`config.mk`:
```
export PLATFORM = sky130hd
export DESIGN_NAME = decode_pipe_stage_flat
export DESIGN_NICKNAME = d
export VERILOG_FILES = /design/src/rtl/decode_pipe_stage_pkg.sv /design/src/rtl/decode_pipe_stage_if.sv /design/src/rtl/decode_pipe_stage_regfile.sv /design/src/rtl/decode_pipe_stage.sv /design/src/flat_wrapper.sv
export SDC_FILE = /design/constraint.sdc
export NUM_CORES = 2
export LEC_CHECK = 0
export ABC_CLOCK_PERIOD_IN_PS = 5700
export CAP_MARGIN = 20
export CORE_MARGIN = 1.5
export CORE_UTILIZATION = 50
export CTS_BUF_LIST = sky130_fd_sc_hd__clkbuf_8
export CTS_CLUSTER_SIZE = 16
export DETAILED_ROUTE_END_ITERATION = 7
export HOLD_SLACK_MARGIN = 0.12
export PLACE_DENSITY = 0.75
export SYNTH_ARGS = -nofsm -noshare
export SYNTH_HDL_FRONTEND = slang
export SYNTH_SLANG_ARGS = --single-unit
```
`constraint.sdc`:
```
create_clock -name clk -period 5.7 [get_ports clk]
set_input_delay 0.57 -clock clk [delete_from_list [all_inputs] [get_ports clk]]
set_output_delay 0.57 -clock clk [all_outputs]
set_load 0.03 [all_outputs]
```
`src/rtl/decode_pipe_stage_pkg.sv`:
```
// Shared decode definitions: opcodes, ALUOp encodings, ex_ctrl layout and the
// opcode-to-control lookup used by the decode stage.
package decode_pipe_stage_pkg;

    localparam int XLEN_DEFAULT = 32;

    localparam logic [6:0] OP_R      = 7'b0110011;
    localparam logic [6:0] OP_I      = 7'b0010011;
    localparam logic [6:0] OP_LOAD   = 7'b0000011;
    localparam logic [6:0] OP_STORE  = 7'b0100011;
    localparam logic [6:0] OP_BRANCH = 7'b1100011;

    typedef enum logic [1:0] {
        ALUOP_ADD    = 2'b00,
        ALUOP_BRANCH = 2'b01,
        ALUOP_FUNCT  = 2'b10
    } aluop_e;

    // Bit positions inside the 8-bit ex_ctrl bundle
    localparam int CTRL_REGWRITE = 0;
    localparam int CTRL_MEMWRITE = 1;
    localparam int CTRL_MEMTOREG = 2;
    localparam int CTRL_MEMREAD  = 3;
    localparam int CTRL_BRANCH   = 4;
    localparam int CTRL_ALUSRC   = 5;
    localparam int CTRL_ALUOP_LO = 6;

    typedef struct packed {
        aluop_e alu_op;
        logic   alu_src;
        logic   branch;
        logic   mem_read;
        logic   mem_to_reg;
        logic   mem_write;
        logic   reg_write;
    } ctrl_t;

    typedef enum logic [1:0] {
        IMM_NONE = 2'd0,
        IMM_I    = 2'd1,
        IMM_S    = 2'd2,
        IMM_B    = 2'd3
    } imm_sel_e;

    typedef struct packed {
        ctrl_t    ctrl;
        imm_sel_e imm_sel;
        logic     use_rs1;
        logic     use_rs2;
        logic     legal;
    } dec_t;

    function automatic dec_t decode_op(input logic [6:0] op);
        dec_t d;
        d = '0;
        case (op)
            OP_R: begin
                d.ctrl.alu_op    = ALUOP_FUNCT;
                d.ctrl.reg_write = 1'b1;
                d.use_rs1        = 1'b1;
                d.use_rs2        = 1'b1;
                d.legal          = 1'b1;
            end
            OP_I: begin
                d.ctrl.alu_op    = ALUOP_FUNCT;
                d.ctrl.alu_src   = 1'b1;
                d.ctrl.reg_write = 1'b1;
                d.imm_sel        = IMM_I;
                d.use_rs1        = 1'b1;
                d.legal          = 1'b1;
            end
            OP_LOAD: begin
                d.ctrl.alu_op     = ALUOP_ADD;
                d.ctrl.alu_src    = 1'b1;
                d.ctrl.mem_read   = 1'b1;
                d.ctrl.mem_to_reg = 1'b1;
                d.ctrl.reg_write  = 1'b1;
                d.imm_sel         = IMM_I;
                d.use_rs1         = 1'b1;
                d.legal           = 1'b1;
            end
            OP_STORE: begin
                d.ctrl.alu_op    = ALUOP_ADD;
                d.ctrl.alu_src   = 1'b1;
                d.ctrl.mem_write = 1'b1;
                d.imm_sel        = IMM_S;
                d.use_rs1        = 1'b1;
                d.use_rs2        = 1'b1;
                d.legal          = 1'b1;
            end
            OP_BRANCH: begin
                d.ctrl.alu_op = ALUOP_BRANCH;
                d.ctrl.branch = 1'b1;
                d.imm_sel     = IMM_B;
                d.use_rs1     = 1'b1;
                d.use_rs2     = 1'b1;
                d.legal       = 1'b1;
            end
            default: d = '0;
        endcase
        return d;
    endfunction

endpackage

```
`src/rtl/decode_pipe_stage_if.sv`:
```
// Fetch, writeback and ID/EX bundle signals of the decode stage.
// slave = the decode stage itself, master = its environment.
interface decode_pipe_stage_if
    import decode_pipe_stage_pkg::*;
#(
    parameter int XLEN = XLEN_DEFAULT
);
    logic            if_valid;
    logic [31:0]     if_instr;
    logic [XLEN-1:0] if_pc;
    logic            id_ready;
    logic            ex_ready;
    logic            flush;
    logic            wb_regWrite;
    logic [4:0]      wb_rd;
    logic [XLEN-1:0] wb_writeData;
    logic            ex_valid;
    logic [XLEN-1:0] ex_pc;
    logic [XLEN-1:0] ex_readData1;
    logic [XLEN-1:0] ex_readData2;
    logic [XLEN-1:0] ex_imm;
    logic [4:0]      ex_rd;
    logic [4:0]      ex_rs1;
    logic [4:0]      ex_rs2;
    logic [2:0]      ex_funct3;
    logic            ex_i30;
    logic [7:0]      ex_ctrl;
    logic            ex_illegal;

    modport slave (
        input  if_valid, if_instr, if_pc, ex_ready, flush,
               wb_regWrite, wb_rd, wb_writeData,
        output id_ready, ex_valid, ex_pc, ex_readData1, ex_readData2, ex_imm,
               ex_rd, ex_rs1, ex_rs2, ex_funct3, ex_i30, ex_ctrl, ex_illegal
    );

    modport master (
        output if_valid, if_instr, if_pc, ex_ready, flush,
               wb_regWrite, wb_rd, wb_writeData,
        input  id_ready, ex_valid, ex_pc, ex_readData1, ex_readData2, ex_imm,
               ex_rd, ex_rs1, ex_rs2, ex_funct3, ex_i30, ex_ctrl, ex_illegal
    );
endinterface

```
`src/rtl/decode_pipe_stage_regfile.sv`:
```
// Architectural register file: two async read ports, one write port,
// x0 hard-wired to zero, optional write-first bypass.
module decode_regfile
    import decode_pipe_stage_pkg::*;
#(
    parameter int XLEN   = XLEN_DEFAULT,
    parameter int NREGS  = 32,
    parameter int BYPASS = 1
) (
    input  logic            clk,
    input  logic            rst,
    input  logic            wr_en,
    input  logic [4:0]      wr_addr,
    input  logic [XLEN-1:0] wr_data,
    input  logic [4:0]      rd_addr1,
    input  logic [4:0]      rd_addr2,
    output logic [XLEN-1:0] rd_data1,
    output logic [XLEN-1:0] rd_data2
);
    localparam int         AW      = $clog2(NREGS);
    localparam logic [5:0] NREGS_W = 6'(NREGS);

    logic [XLEN-1:0] mem_q [NREGS];
    logic [XLEN-1:0] mem_d [NREGS];
    logic            wr_ok;
    logic            rd1_ok;
    logic            rd2_ok;

    assign wr_ok  = wr_en && (wr_addr != 5'd0) && ({1'b0, wr_addr} < NREGS_W);
    assign rd1_ok = (rd_addr1 != 5'd0) && ({1'b0, rd_addr1} < NREGS_W);
    assign rd2_ok = (rd_addr2 != 5'd0) && ({1'b0, rd_addr2} < NREGS_W);

    always_comb begin
        mem_d = mem_q;
        if (wr_ok) begin
            mem_d[wr_addr[AW-1:0]] = wr_data;
        end
    end

    always_ff @(posedge clk or negedge rst) begin
        if (!rst) begin
            for (int i = 0; i < NREGS; i++) begin
                mem_q[i] <= '0;
            end
        end else begin
            mem_q <= mem_d;
        end
    end

    // Out-of-range indices read as zero; the stage flags them illegal.
    always_comb begin
        rd_data1 = '0;
        if (rd1_ok) begin
            if ((BYPASS != 0) && wr_ok && (wr_addr == rd_addr1)) begin
                rd_data1 = wr_data;
            end else begin
                rd_data1 = mem_q[rd_addr1[AW-1:0]];
            end
        end
    end

    always_comb begin
        rd_data2 = '0;
        if (rd2_ok) begin
            if ((BYPASS != 0) && wr_ok && (wr_addr == rd_addr2)) begin
                rd_data2 = wr_data;
            end else begin
                rd_data2 = mem_q[rd_addr2[AW-1:0]];
            end
        end
    end

endmodule

```
`src/rtl/decode_pipe_stage.sv`:
```
// Decode pipeline stage: instruction decode, immediate generation, register
// read, load-use hazard detection and the ID/EX pipeline register.
module decode_pipe_stage
    import decode_pipe_stage_pkg::*;
#(
    parameter int XLEN   = XLEN_DEFAULT,
    parameter int NREGS  = 32,
    parameter int BYPASS = 1
) (
    input logic clk,
    input logic rst,
    decode_pipe_stage_if.slave bus
);
    localparam logic [5:0] NREGS_W = 6'(NREGS);

    logic [31:0]     instr;
    logic [4:0]      rd_f;
    logic [4:0]      rs1_f;
    logic [4:0]      rs2_f;
    dec_t            dec;
    logic [XLEN-1:0] imm;
    logic            range_bad;
    logic            illegal;
    logic            hazard;
    logic [XLEN-1:0] rf_rd1;
    logic [XLEN-1:0] rf_rd2;

    logic            ex_valid_q, ex_valid_d;
    logic [XLEN-1:0] pc_q, pc_d;
    logic [XLEN-1:0] rd1_q, rd1_d;
    logic [XLEN-1:0] rd2_q, rd2_d;
    logic [XLEN-1:0] imm_q, imm_d;
    logic [4:0]      rd_q, rd_d;
    logic [4:0]      rs1_q, rs1_d;
    logic [4:0]      rs2_q, rs2_d;
    logic [2:0]      funct3_q, funct3_d;
    logic            i30_q, i30_d;
    ctrl_t           ctrl_q, ctrl_d;
    logic            illegal_q, illegal_d;

    assign instr = bus.if_instr;
    assign rd_f  = instr[11:7];
    assign rs1_f = instr[19:15];
    assign rs2_f = instr[24:20];
    assign dec   = decode_op(instr[6:0]);

    always_comb begin
        imm = '0;
        case (dec.imm_sel)
            IMM_I:   imm = {{(XLEN-12){instr[31]}}, instr[31:20]};
            IMM_S:   imm = {{(XLEN-12){instr[31]}}, instr[31:25], instr[11:7]};
            IMM_B:   imm = {{(XLEN-13){instr[31]}}, instr[31], instr[7],
                            instr[30:25], instr[11:8], 1'b0};
            default: imm = '0;
        endcase
    end

    // Only register fields the opcode actually uses can make it illegal.
    assign range_bad = (dec.use_rs1        && ({1'b0, rs1_f} >= NREGS_W)) ||
                       (dec.use_rs2        && ({1'b0, rs2_f} >= NREGS_W)) ||
                       (dec.ctrl.reg_write && ({1'b0, rd_f}  >= NREGS_W));
    assign illegal   = !dec.legal || range_bad;

    assign hazard = ex_valid_q && ctrl_q.mem_read && (rd_q != 5'd0) && bus.if_valid &&
                    ((dec.use_rs1 && (rd_q == rs1_f)) || (dec.use_rs2 && (rd_q == rs2_f)));

    assign bus.id_ready = bus.ex_ready && (bus.flush || !hazard);

    decode_regfile #(
        .XLEN  (XLEN),
        .NREGS (NREGS),
        .BYPASS(BYPASS)
    ) u_regfile (
        .clk     (clk),
        .rst     (rst),
        .wr_en   (bus.wb_regWrite),
        .wr_addr (bus.wb_rd),
        .wr_data (bus.wb_writeData),
        .rd_addr1(rs1_f),
        .rd_addr2(rs2_f),
        .rd_data1(rf_rd1),
        .rd_data2(rf_rd2)
    );

    // Bubbles keep the last operands but never carry control bits.
    always_comb begin
        ex_valid_d = ex_valid_q;
        pc_d       = pc_q;
        rd1_d      = rd1_q;
        rd2_d      = rd2_q;
        imm_d      = imm_q;
        rd_d       = rd_q;
        rs1_d      = rs1_q;
        rs2_d      = rs2_q;
        funct3_d   = funct3_q;
        i30_d      = i30_q;
        ctrl_d     = ctrl_q;
        illegal_d  = illegal_q;
        if (bus.ex_ready) begin
            if (bus.flush || hazard || !bus.if_valid) begin
                ex_valid_d = 1'b0;
                ctrl_d     = '0;
            end else begin
                ex_valid_d = 1'b1;
                pc_d       = bus.if_pc;
                rd1_d      = rf_rd1;
                rd2_d      = rf_rd2;
                imm_d      = imm;
                rd_d       = rd_f;
                rs1_d      = rs1_f;
                rs2_d      = rs2_f;
                funct3_d   = instr[14:12];
                i30_d      = instr[30];
                ctrl_d     = dec.ctrl;
                illegal_d  = illegal;
            end
        end
    end

    always_ff @(posedge clk or negedge rst) begin
        if (!rst) begin
            ex_valid_q <= 1'b0;
            pc_q       <= '0;
            rd1_q      <= '0;
            rd2_q      <= '0;
            imm_q      <= '0;
            rd_q       <= '0;
            rs1_q      <= '0;
            rs2_q      <= '0;
            funct3_q   <= '0;
            i30_q      <= 1'b0;
            ctrl_q     <= '0;
            illegal_q  <= 1'b0;
        end else begin
            ex_valid_q <= ex_valid_d;
            pc_q       <= pc_d;
            rd1_q      <= rd1_d;
            rd2_q      <= rd2_d;
            imm_q      <= imm_d;
            rd_q       <= rd_d;
            rs1_q      <= rs1_d;
            rs2_q      <= rs2_d;
            funct3_q   <= funct3_d;
            i30_q      <= i30_d;
            ctrl_q     <= ctrl_d;
            illegal_q  <= illegal_d;
        end
    end

    assign bus.ex_valid     = ex_valid_q;
    assign bus.ex_pc        = pc_q;
    assign bus.ex_readData1 = rd1_q;
    assign bus.ex_readData2 = rd2_q;
    assign bus.ex_imm       = imm_q;
    assign bus.ex_rd        = rd_q;
    assign bus.ex_rs1       = rs1_q;
    assign bus.ex_rs2       = rs2_q;
    assign bus.ex_funct3    = funct3_q;
    assign bus.ex_i30       = i30_q;
    assign bus.ex_ctrl      = ctrl_q;
    assign bus.ex_illegal   = illegal_q;

endmodule

```
`src/flat_wrapper.sv`:
```
// flat-port wrapper written by rule: the top's interface ports become plain ports
module decode_pipe_stage_flat import decode_pipe_stage_pkg::*;
#(
    parameter int XLEN   = XLEN_DEFAULT,
    parameter int NREGS  = 32,
    parameter int BYPASS = 1
)
  (clk, rst, bus_if_valid, bus_if_instr, bus_if_pc, bus_ex_ready, bus_flush, bus_wb_regWrite, bus_wb_rd, bus_wb_writeData, bus_id_ready, bus_ex_valid, bus_ex_pc, bus_ex_readData1, bus_ex_readData2, bus_ex_imm, bus_ex_rd, bus_ex_rs1, bus_ex_rs2, bus_ex_funct3, bus_ex_i30, bus_ex_ctrl, bus_ex_illegal);
  decode_pipe_stage_if #(.XLEN(XLEN)) bus_i ();
  input logic clk;
  input logic rst;
  input wire logic [$bits(bus_i.if_valid)-1:0] bus_if_valid;
  input wire logic [$bits(bus_i.if_instr)-1:0] bus_if_instr;
  input wire logic [$bits(bus_i.if_pc)-1:0] bus_if_pc;
  input wire logic [$bits(bus_i.ex_ready)-1:0] bus_ex_ready;
  input wire logic [$bits(bus_i.flush)-1:0] bus_flush;
  input wire logic [$bits(bus_i.wb_regWrite)-1:0] bus_wb_regWrite;
  input wire logic [$bits(bus_i.wb_rd)-1:0] bus_wb_rd;
  input wire logic [$bits(bus_i.wb_writeData)-1:0] bus_wb_writeData;
  output wire logic [$bits(bus_i.id_ready)-1:0] bus_id_ready;
  output wire logic [$bits(bus_i.ex_valid)-1:0] bus_ex_valid;
  output wire logic [$bits(bus_i.ex_pc)-1:0] bus_ex_pc;
  output wire logic [$bits(bus_i.ex_readData1)-1:0] bus_ex_readData1;
  output wire logic [$bits(bus_i.ex_readData2)-1:0] bus_ex_readData2;
  output wire logic [$bits(bus_i.ex_imm)-1:0] bus_ex_imm;
  output wire logic [$bits(bus_i.ex_rd)-1:0] bus_ex_rd;
  output wire logic [$bits(bus_i.ex_rs1)-1:0] bus_ex_rs1;
  output wire logic [$bits(bus_i.ex_rs2)-1:0] bus_ex_rs2;
  output wire logic [$bits(bus_i.ex_funct3)-1:0] bus_ex_funct3;
  output wire logic [$bits(bus_i.ex_i30)-1:0] bus_ex_i30;
  output wire logic [$bits(bus_i.ex_ctrl)-1:0] bus_ex_ctrl;
  output wire logic [$bits(bus_i.ex_illegal)-1:0] bus_ex_illegal;
  assign bus_i.if_valid = bus_if_valid;
  assign bus_i.if_instr = bus_if_instr;
  assign bus_i.if_pc = bus_if_pc;
  assign bus_i.ex_ready = bus_ex_ready;
  assign bus_i.flush = bus_flush;
  assign bus_i.wb_regWrite = bus_wb_regWrite;
  assign bus_i.wb_rd = bus_wb_rd;
  assign bus_i.wb_writeData = bus_wb_writeData;
  assign bus_id_ready = bus_i.id_ready;
  assign bus_ex_valid = bus_i.ex_valid;
  assign bus_ex_pc = bus_i.ex_pc;
  assign bus_ex_readData1 = bus_i.ex_readData1;
  assign bus_ex_readData2 = bus_i.ex_readData2;
  assign bus_ex_imm = bus_i.ex_imm;
  assign bus_ex_rd = bus_i.ex_rd;
  assign bus_ex_rs1 = bus_i.ex_rs1;
  assign bus_ex_rs2 = bus_i.ex_rs2;
  assign bus_ex_funct3 = bus_i.ex_funct3;
  assign bus_ex_i30 = bus_i.ex_i30;
  assign bus_ex_ctrl = bus_i.ex_ctrl;
  assign bus_ex_illegal = bus_i.ex_illegal;
  decode_pipe_stage #(.XLEN(XLEN), .NREGS(NREGS), .BYPASS(BYPASS)) u_core (.clk(clk), .rst(rst), .bus(bus_i));
endmodule
```
Word-level counts from Yosys, hierarchy flattened
Cells that the tools add are included.

Input port bits: 107. Output and inout bits: 158. Logic and storage cells: 124. Register bits: 1181.

Bitwise gates (word level): 4. Reduce and logical (&&, ||, !) cells: 29. Order comparisons: 4. Mux-type cells: 25. Equal/unequal tests: 12.

Operator list (count): $bwmux 1024 (1); $bmux 32 s5 (2); $mux 32 (9); $demux 32 s5 (1); $pmux 32 s3 (1); $eq 5x5->1 (4); $reduce_bool 5->1 (4); $ge 6x6->1 const B (3); $not 5->6 (3); $eq 7x6->1 const B (2); $logic_and 1x1->1 (11); $reduce_or 3->1 (3); $mux 8 (1); $eq 7x2->1 const B (1); $eq 7x5->1 const B (1); $eq 7x7->1 const B (1); $mux 1 (7); $lt 6x1->1 const B (1); $pmux 2 s3 (1); $reduce_or 5->1 (1); $eq 2x2->1 const B (2); $logic_or 1x1->1 (4); $pmux 2 s2 (1); $reduce_or 2->1 (2); 5 further kinds (7).

Longest topological paths before layout
Depth in word-level cells: 10. Mapped depth: 10. Gate-level depth less buffers: 6.

By module
Synthesis repeated with hierarchy kept, for this count alone.

Cell total of the unflattened synthesis: 4109. Area, all modules: 60396.7 µm².

Modules (own cells, without submodules): decode_regfile (sequential area each 25624.6 µm², cells each 3741, area an instance 54832.6 µm², instances 1); decode_pipe_stage (sequential area each 3403.3 µm², cells each 368, area an instance 5564.1 µm², instances 1).

Least setup slack after synthesis
No wires, ideal clock.

Path kind: in2out. Start: in bus_if_instr[20]. End: out bus_id_ready. Cell stages on the path: 6. Arrival time: 2085 ps. Buffers on the path: 1. Required time: 5130 ps. Slack: 3045 ps. Cells stage by stage: buf_2 > xor2_1 > nor4_1 > a32oi_1 > nor2_2 > a21boi_0.

Cells in the longest elaborated chain, start to end: 7.

RTL lines: start, declared (line flat_wrapper.sv:13) `input wire logic [$bits(bus_i.if_instr)-1:0] bus_if_instr;`; $eq 5x5->1 (line decode_pipe_stage.sv:65) `((dec.use_rs1 && (rd_q == rs1_f)) || (dec.use_rs2 && (rd_q == rs2_f)));`; $logic_and 1x1->1 (line decode_pipe_stage.sv:65); $logic_or 1x1->1 (line decode_pipe_stage.sv:65); $logic_and 1x1->1 (line decode_pipe_stage.sv:64) `assign hazard = ex_valid_q && ctrl_q.mem_read && (rd_q != 5'd0) && bus.if_valid &&`; $logic_not 1->1 (line decode_pipe_stage.sv:67) `assign bus.id_ready = bus.ex_ready && (bus.flush || !hazard);`; $logic_or 1x1->1 (line decode_pipe_stage.sv:67); $logic_and 1x1->1 (line decode_pipe_stage.sv:67); end, declared (line flat_wrapper.sv:20) `output wire logic [$bits(bus_i.id_ready)-1:0] bus_id_ready;`.

Every way passes these cells.

Worst setup path in the final report
Start: reg u_core.rd_q[2], in the netlist u_core.bus.ex_rd[2]. End: out bus_id_ready.

Cells in the longest elaborated chain, start to end: 7. Elaborated cells between the ends (all ways): 12. Classes of those cells: eq/ne (2); reduce/logical (10).

RTL lines: start, declared (line decode_pipe_stage.sv:33) `logic [4:0] rd_q, rd_d;`; start signal, assigned (line decode_pipe_stage.sv:140) `rd_q <= rd_d;`; $eq 5x5->1 or $reduce_bool 5->1 (tied branches) (line decode_pipe_stage.sv:65, decode_pipe_stage.sv:64); $logic_and 1x1->1 (on tied branches) (line decode_pipe_stage.sv:65, decode_pipe_stage.sv:64); $logic_or 1x1->1 or $logic_and 1x1->1 (tied branches) (line decode_pipe_stage.sv:65, decode_pipe_stage.sv:64); $logic_and 1x1->1 (*) (line decode_pipe_stage.sv:64); $logic_not 1->1 (*) (line decode_pipe_stage.sv:67); $logic_or 1x1->1 (*) (line decode_pipe_stage.sv:67); $logic_and 1x1->1 (*) (line decode_pipe_stage.sv:67).

Mark *: on every way between the ends. The rest lies on a longest branch, timed or not.

==> results.py <==
metrics = {
    "routing": {
        "viasPerCell": 6.91,
        "firstDrtPassIters": 6,
        "ant_nets": 0,
        "drt-initial-drc-count": 4911,
        "drt-total-wl_um": 184000,
        "drc": 0,
        "vias": 39323,
        "wl_per_cell_um": 32.3,
    },
    "power_and_ir_drop": {
        "power_uw": 23300,
        "p_sw_uw": 6740,
        "p_sw_share_pct": 29.0,
        "power_frac_clock_pct": 31.5,
        "combPwrFrac_pct": 21.3,
        "worst_ir_drop_vdd_uv": 231,
        "p_leak_uw": 0.0286,
        "p_per_area_nw_per_um2": 348,
        "internal-power_uw": 16500,
        "seq_power_share_pct": 47.2,
    },
    "timing": {
        "slew_violations": 0,
        "max_slew.worst_pin.slew_ps": 1250,
        "hold_viol": 0,
        "relSlewSlack_pct": 16.4,
        "clock.fmax_ghz": 0.247,
        "fin_setup_tns_ps": 0,
        "setup_violations": 0,
        "period_needed_ps": 4050,
        "rsz0062_at_grt": "no",
        "period_share_pct": 71.0,
        "clock_skew_ps": 53.3,
    },
    "synth": {
        "syn_avg_cell_area_um2": 15.1,
        "synth_fa_ha_area_share_pct": 0,
        "synthCells": 3904,
        "ys_warn_count": 0,
        "synth_top_family_by_area": "multiplexers",
        "ys_seq_area_share_pct": 49.3,
        "synth_edf_count": 0,
        "synthesis.nets": 4011,
        "yosysTopAreaCell": "dfrtp_1",
        "yosys.area.top_type_share_pct": 49.3,
        "post_synth_num_cell_types": 51,
        "synth_area_leaders": "dfrtp_1 (49%), mux2_2 (19%), mux4_2 (17%)",
        "synthXorXnorAreaFrac_pct": 0.298,
        "yosys.area_share.simple_pct": 1.68,
        "synthArstFlopShare_pct": 100,
        "synth_flop_cell": "dfrtp_1",
        "synth_compound_area_share_pct": 5.78,
        "ys_top_cells_by_count": "dfrtp_1 (1160), mux2_2 (998), mux4_2 (448)",
        "synthMuxAreaShare_pct": 39.3,
        "ys_ff_latch": 1160,
        "netlist_area_um2": 58900,
        "synth_most_common_cell": "dfrtp_1",
    },
    "final_layout": {
        "drive_above_1_share_pct": 45.6,
        "synthToLayoutAreaGrowth_pct": 13.4,
        "nets": 4120,
        "fin_area_um2": 66800,
    },
    "flow_run": {
        "cap_viol_max_count": 0,
    },
    "critical_path": {
        "required_ps": 5130,
        "crit_arrival_ps": 3480,
        "r2r_start": "u_core.bus.ex_rd[2]$_DFFE_PN0P_",
        "criticalPathCategory": "reg2out",
        "worst-path-max-fanout": 5,
        "crit_path_end_kind": "output pin",
        "start_kind": "flop",
        "critPathLaunch": "u_core.bus.ex_rd[2]$_DFFE_PN0P_",
    },
    "floorplanning": {
        "rows": 125,
        "coreArea_um2": 117000,
        "io_pins": 265,
        "dieHeight_um": 346,
        "fp.dieArea_um2": 120000,
        "initial_core_util_pct": 50.5,
        "dieWidth_um": 346,
    },
    "placed_design": {
        "place_hpwl_um": 103000,
        "gp_congestion": 0.840,
        "placedInstanceArea_um2": 62500,
        "numPortBuffers": 264,
    },
    "clock_tree": {
        "cts_buffers": 189,
        "cts.sinks": 1160,
        "clkLatencyLatePin_ps": 920,
        "cts_tree": "built",
        "cts_resized": 0,
        "post_cts_buffers": 0,
        "hold_buffers": 1,
        "clk_pin_slew_ps": 60,
        "clockBufferDepth": 3,
        "cts-root-buf": "clkbuf_8",
        "htreeDepth": 4,
    },
    "min_path": {
        "min_from": "bus_if_instr[26]",
        "hold_path.class": "in2reg",
    },
    "outcome": {
        "run_status": "complete, no violations",
    },
    "global_route": {
        "antenna_found_initial": 8,
        "grt-ovfl-total": 0,
        "grt_pass1_vias": 39531,
        "grt.total_usage_pct": 30.7,
        "grt_start_max_net_pins": 158,
        "grt_pass1_wl_um": 272000,
    },
}
==> cells by family after synthesis <==
| logic type | count (synthesis) |
|---|---|
| AO/OA/AOI/OAI | 454 |
| buffers and inverters | 472 |
| AND/OR/NAND/NOR | 179 |
| flip-flops | 1160 |
| XOR/XNOR | 20 |
| multiplexers | 1619 |
==> layer usage <==
layer / up-vias / GRT usage (%) / part of all wire [%]
li1: 15448 / - / -
met1: 20900 / 43.8 / 40
met2: 2507 / 43.9 / 44
met3: 458 / 9.75 / 12
met4: 10 / 11.8 / 3.8
met5: - / 0 / 0.030
==> per-stage QoR <==
stage / utilization, % / setup slack (ps) / hold slack [ps] / instances
floorplan: - / 3050 / 274 / 3904
global placement: 53.6 / 1640 / 377 / 5325
detailed placement: 53.6 / 1600 / 383 / 5326
CTS: 56.9 / 1660 / 169 / 5665
global route: 57.3 / 1480 / 187 / 5686
finish: 57.3 / 1650 / 200 / 5691
==> layout make-up <==
class                      count  area (µm²)
inverter                       7        26.3
sequential                  1160       29000
antenna                        7        17.5
tap                         1524        1910
fill                        9019       49700
clock buffer                 243        3340
multi-input combinational   2272       27900
timing repair buffer         383        4060
clock inverter                95         470
==> state kept, by name, indices dropped and copies added, names as in the netlist, 6 cells and up <==
signal                   count
u_core.bus.ex_imm           13
u_core.bus.ex_readData2     32
u_core.bus.ex_ctrl           6
u_core.u_regfile.mem_q    1024
u_core.bus.ex_pc            32
u_core.bus.ex_readData1     32
==> worst max-delay path: stages, from the launching register on <==
cell             delay (ps)
dfrtp_1                 460
xor2_1                  180
nor4_1                  370
a32oi_1                 310
nor2_2                  450
a21boi_0                170
clkdlybuf4s50_1         610
==> worst paths after layout <==
kind,slack [ps],cells after the start,to
max,1650,6,bus_id_ready
min,200,3,u_core.bus.ex_imm[6]$_DFFE_PN0P_
max reg2reg,2370,7,u_core.bus.ex_readData1[5]$_DFFE_PN0P_
min reg2reg,400,0,u_core.u_regfile.mem_q[1021]$_DFFE_PN0P_
max in group asynchronous,3920,3,u_core.u_regfile.mem_q[738]$_DFFE_PN0P_
min in group asynchronous,300,2,u_core.u_regfile.mem_q[504]$_DFFE_PN0P_
==> power by group through the flow <==
stage / clock [µW] / sequential, µW / combinational [µW]
2_1_floorplan: 0 / 11000 / 3280
3_3_place_gp: 0 / 11000 / 4770
5_1_grt: 7770 / 11200 / 5240
4_1_cts: 7400 / 10900 / 4900
6_report: 7330 / 11000 / 4940
3_5_place_dp: 0 / 11100 / 4890
==> layout by cell type, fill, tap and decap left out, types with 18 or more instances in the layout <==
| cell type | netlist | routed |
|---|---|---|
| dfrtp_1 | 1160 | 1160 |
| mux2_2 | 998 | 998 |
| mux4_2 | 448 | 448 |
| clkdlybuf4s50_1 | 0 | 257 |
| clkbuf_8 | 0 | 243 |
| o22ai_1 | 166 | 166 |
| mux2i_1 | 128 | 128 |
| buf_4 | 54 | 84 |
| inv_1 | 7 | 73 |
| a221o_1 | 64 | 64 |
| a211oi_1 | 56 | 56 |
| mux2_1 | 45 | 45 |
| a22oi_1 | 37 | 37 |
| nor4_1 | 34 | 34 |
| and2_1 | 34 | 33 |
| o221ai_1 | 32 | 32 |
| a22o_1 | 32 | 32 |
| nand2_1 | 42 | 24 |
| a21oi_1 | 23 | 23 |
| nand2_2 | 0 | 18 |
(Power assumes the default switching activity.)
